<file path="src/rtl/mux_pkg.sv">
// Shared definitions for the registered N:1 multiplexer: mode encodings and
// the stall counter width.
package mux_pkg;

  typedef enum logic {
    MODE_EXPLICIT = 1'b0,
    MODE_RR       = 1'b1
  } mux_mode_e;

  localparam int MUX_STALL_W = 16;

endpackage : mux_pkg

</file>
<file path="src/rtl/rr_arbiter.sv">
// Combinational round-robin arbiter: the first requester found after ptr,
// wrapping around, wins. The pointer register belongs to the caller.
module rr_arbiter #(
  parameter int NUM_IN = 4,
  parameter int SEL_W  = $clog2(NUM_IN)
) (
  input  logic [NUM_IN-1:0] req,
  input  logic [SEL_W-1:0]  ptr,
  output logic [NUM_IN-1:0] grant_onehot,
  output logic [SEL_W-1:0]  grant_idx,
  output logic              any_grant
);

  int              idx;
  logic [SEL_W-1:0] cand;

  always_comb begin
    grant_onehot = '0;
    grant_idx    = '0;
    any_grant    = 1'b0;
    idx          = 0;
    cand         = '0;
    // ptr is always a legal index, so one subtraction is enough to wrap.
    for (int k = 1; k <= NUM_IN; k++) begin
      idx = int'(ptr) + k;
      if (idx >= NUM_IN) begin
        idx = idx - NUM_IN;
      end
      cand = SEL_W'(idx);
      if (!any_grant && req[cand]) begin
        any_grant          = 1'b1;
        grant_idx          = cand;
        grant_onehot[cand] = 1'b1;
      end
    end
  end

endmodule : rr_arbiter

</file>
<file path="src/rtl/mux_nto1_reg.sv">
// Registered N:1 multiplexer with valid/ready on every port, explicit-select or
// round-robin mode. Define MUX_STALL_CNT_EN to add the saturating stall_cnt output.
module mux_nto1_reg
  import mux_pkg::*;
#(
  parameter int WIDTH  = 32,
  parameter int NUM_IN = 4,
  parameter int SEL_W  = $clog2(NUM_IN)
) (
  input  logic                    Clk,
  input  logic                    Reset,
  input  logic [NUM_IN*WIDTH-1:0] in_data,
  input  logic [NUM_IN-1:0]       in_valid,
  output logic [NUM_IN-1:0]       in_ready,
  input  logic                    mode,
  input  logic [SEL_W-1:0]        sel,
  output logic [WIDTH-1:0]        out_data,
  output logic                    out_valid,
  input  logic                    out_ready,
  output logic [SEL_W-1:0]        out_sel
`ifdef MUX_STALL_CNT_EN
  , output logic [MUX_STALL_W-1:0] stall_cnt
`endif
);

  logic [WIDTH-1:0]  in_words [NUM_IN];
  logic [NUM_IN-1:0] exp_grant;
  logic [NUM_IN-1:0] rr_grant;
  logic [SEL_W-1:0]  rr_idx;
  logic              rr_any;

  logic [NUM_IN-1:0] grant;
  logic [SEL_W-1:0]  win_idx;
  logic              any_grant;
  logic              mode_rr;
  logic              load;
  logic              xfer;

  logic [WIDTH-1:0]  out_data_q;
  logic              out_valid_q;
  logic [SEL_W-1:0]  out_sel_q;
  logic [SEL_W-1:0]  ptr_q;

  for (genvar gi = 0; gi < NUM_IN; gi++) begin : g_lane
    assign in_words[gi]  = in_data[gi*WIDTH +: WIDTH];
    // An out-of-range sel matches no lane, so nothing is granted.
    assign exp_grant[gi] = in_valid[gi] && (sel == SEL_W'(gi));
  end

  rr_arbiter #(
    .NUM_IN (NUM_IN),
    .SEL_W  (SEL_W)
  ) u_rr_arbiter (
    .req          (in_valid),
    .ptr          (ptr_q),
    .grant_onehot (rr_grant),
    .grant_idx    (rr_idx),
    .any_grant    (rr_any)
  );

  assign mode_rr   = (mode == MODE_RR);
  assign grant     = mode_rr ? rr_grant : exp_grant;
  assign win_idx   = mode_rr ? rr_idx : sel;
  assign any_grant = mode_rr ? rr_any : (|exp_grant);

  assign load     = !out_valid_q || out_ready;
  assign in_ready = (load && !Reset) ? grant : '0;
  assign xfer     = load && any_grant && !Reset;

  always_ff @(posedge Clk) begin
    if (Reset) begin
      out_data_q  <= '0;
      out_valid_q <= 1'b0;
      out_sel_q   <= '0;
      ptr_q       <= SEL_W'(NUM_IN - 1);
    end else if (load) begin
      if (xfer) begin
        out_data_q  <= in_words[win_idx];
        out_sel_q   <= win_idx;
        out_valid_q <= 1'b1;
        if (mode_rr) begin
          ptr_q <= win_idx;
        end
      end else begin
        out_valid_q <= 1'b0;
      end
    end
  end

  assign out_data  = out_data_q;
  assign out_valid = out_valid_q;
  assign out_sel   = out_sel_q;

`ifdef MUX_STALL_CNT_EN
  logic [MUX_STALL_W-1:0] stall_cnt_q;

  always_ff @(posedge Clk) begin
    if (Reset) begin
      stall_cnt_q <= '0;
    end else if (out_valid_q && !out_ready && (stall_cnt_q != '1)) begin
      stall_cnt_q <= stall_cnt_q + 1'b1;
    end
  end

  assign stall_cnt = stall_cnt_q;
`endif

endmodule : mux_nto1_reg

</file>
<file path="config.mk">
export PLATFORM = sky130hd
export DESIGN_NAME = mux_nto1_reg
export DESIGN_NICKNAME = d
export VERILOG_FILES = /design/src/rtl/mux_pkg.sv /design/src/rtl/rr_arbiter.sv /design/src/rtl/mux_nto1_reg.sv
export SDC_FILE = /design/constraint.sdc
export NUM_CORES = 1
export LEC_CHECK = 0
export ABC_CLOCK_PERIOD_IN_PS = 4900
export CAP_MARGIN = 10
export CORE_UTILIZATION = 42
export CTS_BUF_LIST = sky130_fd_sc_hd__clkbuf_4 sky130_fd_sc_hd__clkbuf_8
export CTS_CLUSTER_SIZE = 10
export DETAILED_ROUTE_END_ITERATION = 7
export GPL_ROUTABILITY_DRIVEN = 1
export PLACE_DENSITY_LB_ADDON = 0.05
export SYNTH_ARGS = -nofsm -noshare
export SYNTH_HDL_FRONTEND = slang
export SYNTH_HIERARCHICAL = 1
export SYNTH_SLANG_ARGS = --single-unit
</file>
<file path="constraint.sdc">
create_clock -name Clk -period 4.9 [get_ports Clk]
set_input_delay 0.98 -clock Clk [delete_from_list [all_inputs] [get_ports Clk]]
set_output_delay 0.98 -clock Clk [all_outputs]
set_load 0.02 [all_outputs]
</file>
# Yosys cells after proc, flatten, opt, wreduce, memory -nomap -nowiden
# Cells that the tools add are included.
# op_classes
n_reduce_logical,24
n_eq_ne,3
bitwise,4
n_addsub,8
order_cmp,13
n_mux,40
# ops
cell,n
binary-select mux 32 bit (select 2 bit),1
two-way mux 32 bit,2
two-way mux 4 bit,6
two-way mux 2 bit,9
logical AND 1 bit,14
two-way mux 1 bit,14
greater-or-equal comparator 3 bit (second input constant),4
less-than comparator 2 x 3 -> 1 bit (second input constant),4
bitwise OR 4 bit,3
binary-select mux 1 bit (select 2 bit),4
demux 1 bit (select 2 bit),4
greater-or-equal comparator 2 x 1 -> 1 bit (second input constant),4
subtractor 2 x 1 -> 2 bit (second input constant),4
adder 2 x 2 -> 3 bit (second input constant),2
zero test 1 bit,5
adder 2 x 3 -> 4 bit (second input constant),1
equality test 2 bit (second input constant),2
greater-or-equal comparator 4 x 3 -> 1 bit (second input constant),1
OR reduction 4 bit,1
adder 2 x 1 -> 3 bit (second input constant),1
inverter 2 -> 3 bit,1
AND reduction 3 bit,1
equality test 2 x 1 -> 1 bit (second input constant),1
zero test 2 bit,1
2 further kinds,2
# totals
regBits,37
out_inout_bits,39

# Longest topological paths before layout
# Gate-level depths: netlist of the first run.
# logic_depth
ltp_word,20
mapped_depth,13
depth_no_buf,10

# Hierarchy
# Netlist of the first run, hierarchy kept.
# modules_own_cells
module,area_each_um2,instances,cells_per_inst
mux_nto1_reg,2479.9,1,183
rr_arbiter,525.5,1,68

# Worst setup path before layout of the first run
# Ideal clock, no wire load.
# synth_path
path_kind,input port to flip-flop
from,input in_valid[0]
to,"register out_data_q[10], in the netlist out_data[10]"
required_ps,4779
setup_slack_ps,1505
stages,11
setup_ps,121
arrival_time_ps,3274
cell_sequence,buf_6 mux4_2 a21oi_2 nor3_1 nor2_2 o31a_1 nand2_1 o21ai_2 buf_4 mux4_2 mux2_4
# synth_via
elab_chain_cells,17
word_cells_on_any_way,33
cone_classes,mux: 21; bitwise: 1; reduce/logical: 11
# synth_lines
item,line,text
start: declaration,mux_nto1_reg.sv:13,"input logic [NUM_IN-1:0] in_valid,"
binary-select mux 1 bit (select 2 bit),rr_arbiter.sv:30,if (!any_grant && req[cand]) begin
two-way mux 1 bit (implied by the code),rr_arbiter.sv:30,
two-way mux 1 bit,rr_arbiter.sv:30,
zero test 1 bit,rr_arbiter.sv:30,
logical AND 1 bit,rr_arbiter.sv:30,
two-way mux 1 bit,rr_arbiter.sv:30,
zero test 1 bit,rr_arbiter.sv:30,
logical AND 1 bit,rr_arbiter.sv:30,
two-way mux 1 bit,rr_arbiter.sv:30,
zero test 1 bit,rr_arbiter.sv:30,
logical AND 1 bit,rr_arbiter.sv:30,
two-way mux 2 bit (*),rr_arbiter.sv:30,
net rr_idx[0],mux_nto1_reg.sv:29,logic [SEL_W-1:0] rr_idx;
two-way mux 2 bit (*),mux_nto1_reg.sv:63,assign win_idx = mode_rr ? rr_idx : sel;
inverter 2 -> 3 bit (implied by the code) (*),mux_nto1_reg.sv:78,out_data_q <= in_words[win_idx];
binary-select mux 32 bit (select 2 bit) (*),mux_nto1_reg.sv:78,
two-way mux 32 bit (implied by the code) (*) (2 in series),mux_nto1_reg.sv:78,
end signal: assignment,mux_nto1_reg.sv:78,
end: declaration,mux_nto1_reg.sv:39,logic [WIDTH-1:0] out_data_q;
# Mark *: on every way through the listed nets, which the timed path passes. The rest lies on a longest branch. The select of a mux whose other input is x is not followed.
# A chain may end at the register's enable or synchronous reset.

# Worst setup path after layout of the first run
# layout_path
from,input in_valid[2]
to,output in_ready[0]
# layout_via
elab_chain_cells,14
word_cells_on_any_way,26
cone_classes,mux: 17; bitwise: 3; reduce/logical: 6
# layout_lines
item,line,text
binary-select mux 1 bit (select 2 bit),rr_arbiter.sv:30,
two-way mux 1 bit (implied by the code),rr_arbiter.sv:30,
two-way mux 1 bit,rr_arbiter.sv:30,
zero test 1 bit,rr_arbiter.sv:30,
logical AND 1 bit,rr_arbiter.sv:30,
two-way mux 1 bit,rr_arbiter.sv:30,
zero test 1 bit,rr_arbiter.sv:30,
logical AND 1 bit,rr_arbiter.sv:30,
two-way mux 1 bit,rr_arbiter.sv:30,
zero test 1 bit,rr_arbiter.sv:30,
logical AND 1 bit,rr_arbiter.sv:30,
two-way mux 4 bit (*),rr_arbiter.sv:30,
net rr_grant[0],mux_nto1_reg.sv:28,logic [NUM_IN-1:0] rr_grant;
two-way mux 4 bit (*),mux_nto1_reg.sv:62,assign grant = mode_rr ? rr_grant : exp_grant;
two-way mux 4 bit (*),mux_nto1_reg.sv:67,assign in_ready = (load && !Reset) ? grant : '0;
end: declaration,mux_nto1_reg.sv:14,"output logic [NUM_IN-1:0] in_ready,"
# Marks and branches as above.

==> results.cfg, run 1 <==
[routing]
routed_wl_um = 8332
route.detailed.drc = 0
viasPerCell = 5.284
drt_iter0_drc = 62
wl_per_cell_um = 16.08
drt_first_pass_iters = 4
dr_total_vias = 2737
ant_nets = 0

[sta]
rsz0062_at_grt = no
setup_violations = 0
whs_ns = 0.5164
fmax_mhz = 222.2
layout_worst_path_cycle_share_pct = 91.86
fin_skew_ns = 0.002824
worst_slew_pin_slew_ns = 0.7701
report.final.slew_viol_count = 0
fin_setup_tns_ns = 0
relSlewSlack_pct = 48.66
fin_crit_ns = 4.501
finalHoldViolCount = 0

[power]
seqPwrFrac_pct = 31.5
clkPwrFrac_pct = 17.7
peakVddDrop_uv = 126.8
internal_power_uw = 828.9
combPwrFrac_pct = 50.8
p_sw_share_pct = 31.11
powerDensity_nw_per_um2 = 245.2
power.leakage_nw = 1.893
p_switching_uw = 374.3

[synth]
synth-edff-count = 0
ys.flop_type = dfxtp_1
synth_top_area_share_pct = 24.73
synth_cells = 251
syn_avg_cell_area_um2 = 11.97
ys_ff_latch = 37
synth_area_leaders = mux4_2 25%, dfxtp_1 25%, mux2_4 14%
yosysSeqAreaShare_pct = 24.65
synth_fp_nets = 397
synth_cell_type_count = 47
synth-async-reset-ratio_pct = 0
synth_area_um2 = 3005
yosysTopAreaCell = mux4_2
yosysWarnings = 6

[finish]
finalNetCount = 567
syn2layout_area_growth_pct = 63.28
mostFrequentLayoutCell = clkdlybuf4s50_1
nFillCells = 529
n_antenna_cell = 0
drive_gt1_share_pct = 21.09
final_cell_mix = 175 x clkdlybuf4s50_1, 38 x nor2b_1, 37 x dfxtp_1

[floorplanning]
coreArea_um2 = 6869
die_w_um = 86.59
die_y_um = 86.59
rows = 30
die-area_um2 = 7498
start_util_pct = 43.75
io_pins = 177

[global_routing]
grtUsageTotal_pct = 22.68
antenna_found_initial = 0
grt_pass1_vias = 2743
grt_pass1_wl_um = 13090
grt_max_degree = 41
gr-total-overflow = 0

[worst_setup_path]
crit_arrival_ns = 3.52
worstPathRequired_ns = 3.92
cpMaxStageDelayCell = clkdlybuf4s50_1
worstPathMaxFanout = 12
r2r-start = ptr_q[0]
r2r_slack_ns = 1.41
cp_cell_sequence = clkdlybuf4s50_1, or3b_1, o21ai_1, a21oi_1, o22ai_2, a221o_1, a22oi_1, nor2_1, clkdlybuf4s50_1
cp-start-kind = input port
rr_worst_depth = 9
max_stage_delay_ns = 0.72
crit_top_cell = clkdlybuf4s50_1
crit_type = in2out
cp_top_family = buffers and inverters
reg2reg_to = out_data[21]
critPathCaptureType = output pin
path_buf_inv = 2

[clock_network]
clockBufferDepth = 2
cts_setup_buffers = 0
clockRootBuffer = clkbuf_8
cts_hold_buf = 0
cts_resized = 0
cts_tree = built
clk_latency_ns = 0.28
cts_buffers = 5
h-tree-depth = 2
clock-sinks = 37
clkTransAtPathRegs_ns = 0.07

[flow_run]
drv_cap = 0

[run_status]
status = finished clean

[worst_hold_path]
whs_path_depth = 2
hp-class = reg2reg
whs_endpoint = out_valid
hp-start = out_valid

[placed_design]
port_buffers = 176
gp_congestion = 0.8874
dp_hpwl_um = 6611
## synth_stat cells, drive strengths merged, types with 4 or more instances
cell	number
nor2	11
mux2	32
inv	5
nand2	15
a21oi	7
a221o	4
mux4	33
clkbuf	5
o21ai	8
buf	13
nor2b	38
dfxtp	37
mux2i	4
ha	8
## power groups by stage
stage | Sequential (mW) | Combinational [mW] | Clock (mW)
floorplan | 0.439 | 0.299 | 0
global placement | 0.382 | 0.607 | 0
detailed placement | 0.383 | 0.616 | 0
CTS | 0.379 | 0.617 | 0.219
global route | 0.386 | 0.647 | 0.234
finish | 0.379 | 0.611 | 0.213
## cells by family after synthesis
group	count (synthesis)	share of synthesized area, %
compound gates	41	11.57
fa+ha+maj	8	3.331
buf+inv	23	4.995
flops	37	24.65
mux	69	42.09
simple gates	73	13.36
## metrics by stage
step / instance area [um^2] / setup WS [ns] / total power [mW] / std cells / util, %
after floorplan: 3005 / 1.505 / 0.7384 / 251 / -
after global routing: 4907 / 0.2388 / 1.267 / 518 / 71.44
final: 4907 / 0.3988 / 1.203 / 518 / 71.44
after global placement: 4821 / 0.4375 / 0.9893 / 510 / 70.18
after detailed placement: 4821 / 0.4115 / 0.9989 / 510 / 70.18
after CTS: 4907 / 0.3995 / 1.215 / 518 / 71.44
## metal layers
layer | track usage [%] | part of all wire [%] | vias up
met1 | 26.08 | 38 | 1302
met2 | 41.49 | 53 | 129
li1 | - | - | 1296
met4 | 6.212 | 1.7 | 0
met5 | 0 | 0 | -
met3 | 5.905 | 7.9 | 10
## registers in the layout, summed over array words and instances (netlist names)
register / cells
out_data: 32
out_sel: 2
ptr_q: 2
out_valid: 1
## cell type report
cell class	instances	area [um^2]	area share (%)
well taps	96	120.1	2.448
flip-flops and latches	37	740.7	15.09
clock buffers	6	76.32	1.555
clock inverters	2	10.01	0.2040
repair buffers	181	1819	37.07
inverters	5	18.77	0.3825
multi-input cells	191	2122	43.24
## worst max-delay path by stage
stage	start	endpoint	cells after the start
finish	in_valid[2]	in_ready[0]	9
global route	in_valid[2]	in_ready[1]	9
CTS	in_valid[2]	in_ready[0]	9
detailed placement	in_valid[2]	in_ready[0]	9
global placement	in_valid[2]	in_ready[0]	9
floorplan	in_valid[0]	out_data[10]	11
## tightest hold or removal path, delay by kind of cell (launching register included)
family,cells,cell delay (ns)
AO/OA/AOI/OAI,1,0.06
AND/OR/NAND/NOR,1,0.09
flip-flops,1,0.32
(Power assumes the default switching activity.)
==> run 2, diff against run 1 <==
--- a/config.mk
+++ b/config.mk
@@ -13,6 +13,7 @@
 export DETAILED_ROUTE_END_ITERATION = 7
 export GPL_ROUTABILITY_DRIVEN = 1
 export PLACE_DENSITY_LB_ADDON = 0.05
+export SLEW_MARGIN = 25
 export SYNTH_ARGS = -nofsm -noshare
 export SYNTH_HDL_FRONTEND = slang
 export SYNTH_HIERARCHICAL = 1
==> results of run 2 <==
No change in the layout: final DEF, timing and power equal those of run 1.
==> variant: new RTL, settings of run 1 <==
`NUM_IN` is set to 4 in 2 places; all go to 8.
--- a/src/rtl/rr_arbiter.sv
+++ b/src/rtl/rr_arbiter.sv
@@ -1,7 +1,7 @@
 // Combinational round-robin arbiter: the first requester found after ptr,
 // wrapping around, wins. The pointer register belongs to the caller.
 module rr_arbiter #(
-  parameter int NUM_IN = 4,
+  parameter int NUM_IN = 8,
   parameter int SEL_W  = $clog2(NUM_IN)
 ) (
   input  logic [NUM_IN-1:0] req,
--- a/src/rtl/mux_nto1_reg.sv
+++ b/src/rtl/mux_nto1_reg.sv
@@ -4,7 +4,7 @@
   import mux_pkg::*;
 #(
   parameter int WIDTH  = 32,
-  parameter int NUM_IN = 4,
+  parameter int NUM_IN = 8,
   parameter int SEL_W  = $clog2(NUM_IN)
 ) (
   input  logic                    Clk,
Ports: changed (5 resized); port bits go from 177 to 315. No check against the original RTL was run, so the function may have changed too.
==> variant against run 1 <==
Sequential share of layout area decreased by 6.6 points; die area up 73%; synthesized cell count grew to 3.3 times the old value; count of clock-buffer cells in the layout grew 1; cell area up 88%; setup slack got worse by 290 ps; power grew 94%; first-iteration DRC count rose to 9.0 times the old value; routed wire length grew to 2.8 times the old value; sequential cell count grew 2; synthesized area rose by 75%; worst hold slack got worse by 15 ps; utilization up 4.8 points; highest routed layer unchanged.
==> variant: results (changes against run 1) <==
status: finished, final reports clean (unchanged)
crit path max-delay cell type: mux4_2 (was clkdlybuf4s50_1)
Synth Area in Compound Gates: 0.2908 (was 0.1157)
Nets: 1447 (was 567)
vias per std cell: 5.588 (was 5.284)
Setup Skew: 7.901 ps (was 2.824 ps)
drt initial violations: 559 (was 62)
CP arrival: 3820 ps (was 3520 ps)
post-synthesis sequential area ratio: 0.1485 (was 0.2465)
post-synthesis mux area share: 0.1176 (was 0.4209)
leakage power: 3.718 nW (was 1.893 nW)
Netlist cell types: 62 (was 47)
final WL: 23.47 mm (was 8.332 mm)
Rel. slew slack: 0.5810 (was 0.4866)
maximum VDD drop: 158.2 uV (was 126.8 uV)
minimum setup slack among reg-to-reg paths: 410 ps (was 1410 ps)
PwrDens: 252.9 nW/um^2 (was 245.2 nW/um^2)
fillers: 980 (was 529)
1st-pass router iterations: 7 (was 4)
port bufs: 314 (was 176)
CP peak stage delay: 570 ps (was 720 ps)
Total GRT Usage: 0.3563 (was 0.2268)
first-pass GRT wire length: 36.27 mm (was 13.09 mm)
Hold Slack: 501.1 ps (was 516.4 ps)
number of global-route vias before repair: 7150 (was 2743)
area post-placement: 9119 sq um (was 4821 sq um)
post-synthesis adder-cell area fraction: 0.01428 (was 0.03331)
Max FO, Critical Path: 5 (was 12)
RD Place Congestion: 0.9891 (was 0.8874)
Net Sw Power: 1.034 mW (was 0.3743 mW)
synth top area cells: nand2_1 20%, dfxtp_1 15%, a21oi_1 14%, a211oi_2 4.8%, nor2_1 4.7% (was mux4_2 25%, dfxtp_1 25%, mux2_4 14%, nor2b_1 7.9%, ha_1 3.3%)
largest net degree at the start of global routing: 70 (was 41)
post-synthesis xor/xnor area fraction: 0.01023 (was 0)
top cells by count, synth: 278 x nand2_1, 149 x a21oi_1, 66 x nor2_1 (was 38 x nor2b_1, 37 x dfxtp_1, 33 x mux4_2)
DPL Wire Length: 18.77 mm (was 6.611 mm)
-- variant: cell types whose count changed after synthesis, sizes merged, moves of 5 or more --
cell    before  now
nor2b       38    3
nor4         1   36
nor2        11   66
nor3         2   15
clkbuf       5   27
mux2        32   11
a22o         0    5
nand2       15  278
buf         13   44
mux2i        4   20
and3         0    5
mux4        33   12
a211oi       2   36
a21oi        7  149
-- variant: metal layers --
layer	global-route usage	share of wire
met1	0.4171	0.38
met2	0.6093	0.48
met3	0.08502	0.092
met4	0.1766	0.052
met5	0	0
-- variant: worst paths after layout --
kind,startpoint,endpoint,depth (start not counted)
worst max register to register,ptr_q[1],out_data[23],19
worst max-delay path,in_valid[5],in_ready[3],12
worst min-delay path,out_data[26],out_data[26],2
worst min register to register,out_data[26],out_data[26],2
-- variant: cell type report --
cell class / count / area share
clock buffer: 7 / 0.009081
sequential: 39 / 0.08458
clock inverter: 1 / 0.0005422
inverter: 5 / 0.002033
tap: 168 / 0.02277
multi-input combinational: 715 / 0.4508
timing repair buffer: 404 / 0.4302
-- variant: logic make-up (layout without fill, tap and decap cells) --
group / after synthesis / in the layout
simple gates: 425 / 425
compound gates: 237 / 237
buf+inv: 76 / 417
mux: 43 / 43
flops: 39 / 39
fa+ha+maj: 6 / 6
xor+xnor: 4 / 4
-- variant: repair_timing --
action / in CTS / in global routing
resized for setup: 9 / 11
pin swaps: 1 / 1
endpoints found under the hold margin: 0 / 0
endpoints found under the setup margin: 8 / 10
setup buffers: 2 / 1
-- variant: worst register-to-register path, cell delays in order (launching register included) --
cell      delay (ps)
dfxtp_1          310
inv_1            190
ha_1             390
xor2_4           350
mux4_2           600
nor4_4           430
buf_4            190
buf_4            100
a221o_1          120
mux2i_1           70
o21ai_0          210
buf_4            220
mux2i_4           80
buf_12           180
buf_12           150
nand2_1           60
a21oi_1           50
nor4_1           410
buf_4            190
a211oi_2          50
-- variant: through the flow --
step / cells / TNS, ps / total power, mW / setup WS, ps
after floorplan: 830 / 0 / 1.304 / 512.7
final: 1339 / 0 / 2.335 / 105.0
after global routing: 1339 / 0 / 2.492 / 14.64
after global placement: 1328 / -984.3 / 2.076 / -137.9
after CTS: 1338 / 0 / 2.317 / 52.61
after detailed placement: 1328 / -1598 / 2.088 / -179.8
-- variant: power by group through the flow --
stage	clock, mW	sequential, mW	combinational [mW]
final	0.222	0.379	1.73
after global routing	0.242	0.384	1.87
after CTS	0.227	0.379	1.71
after detailed placement	0	0.386	1.70
after global placement	0	0.384	1.69
after floorplan	0	0.432	0.873
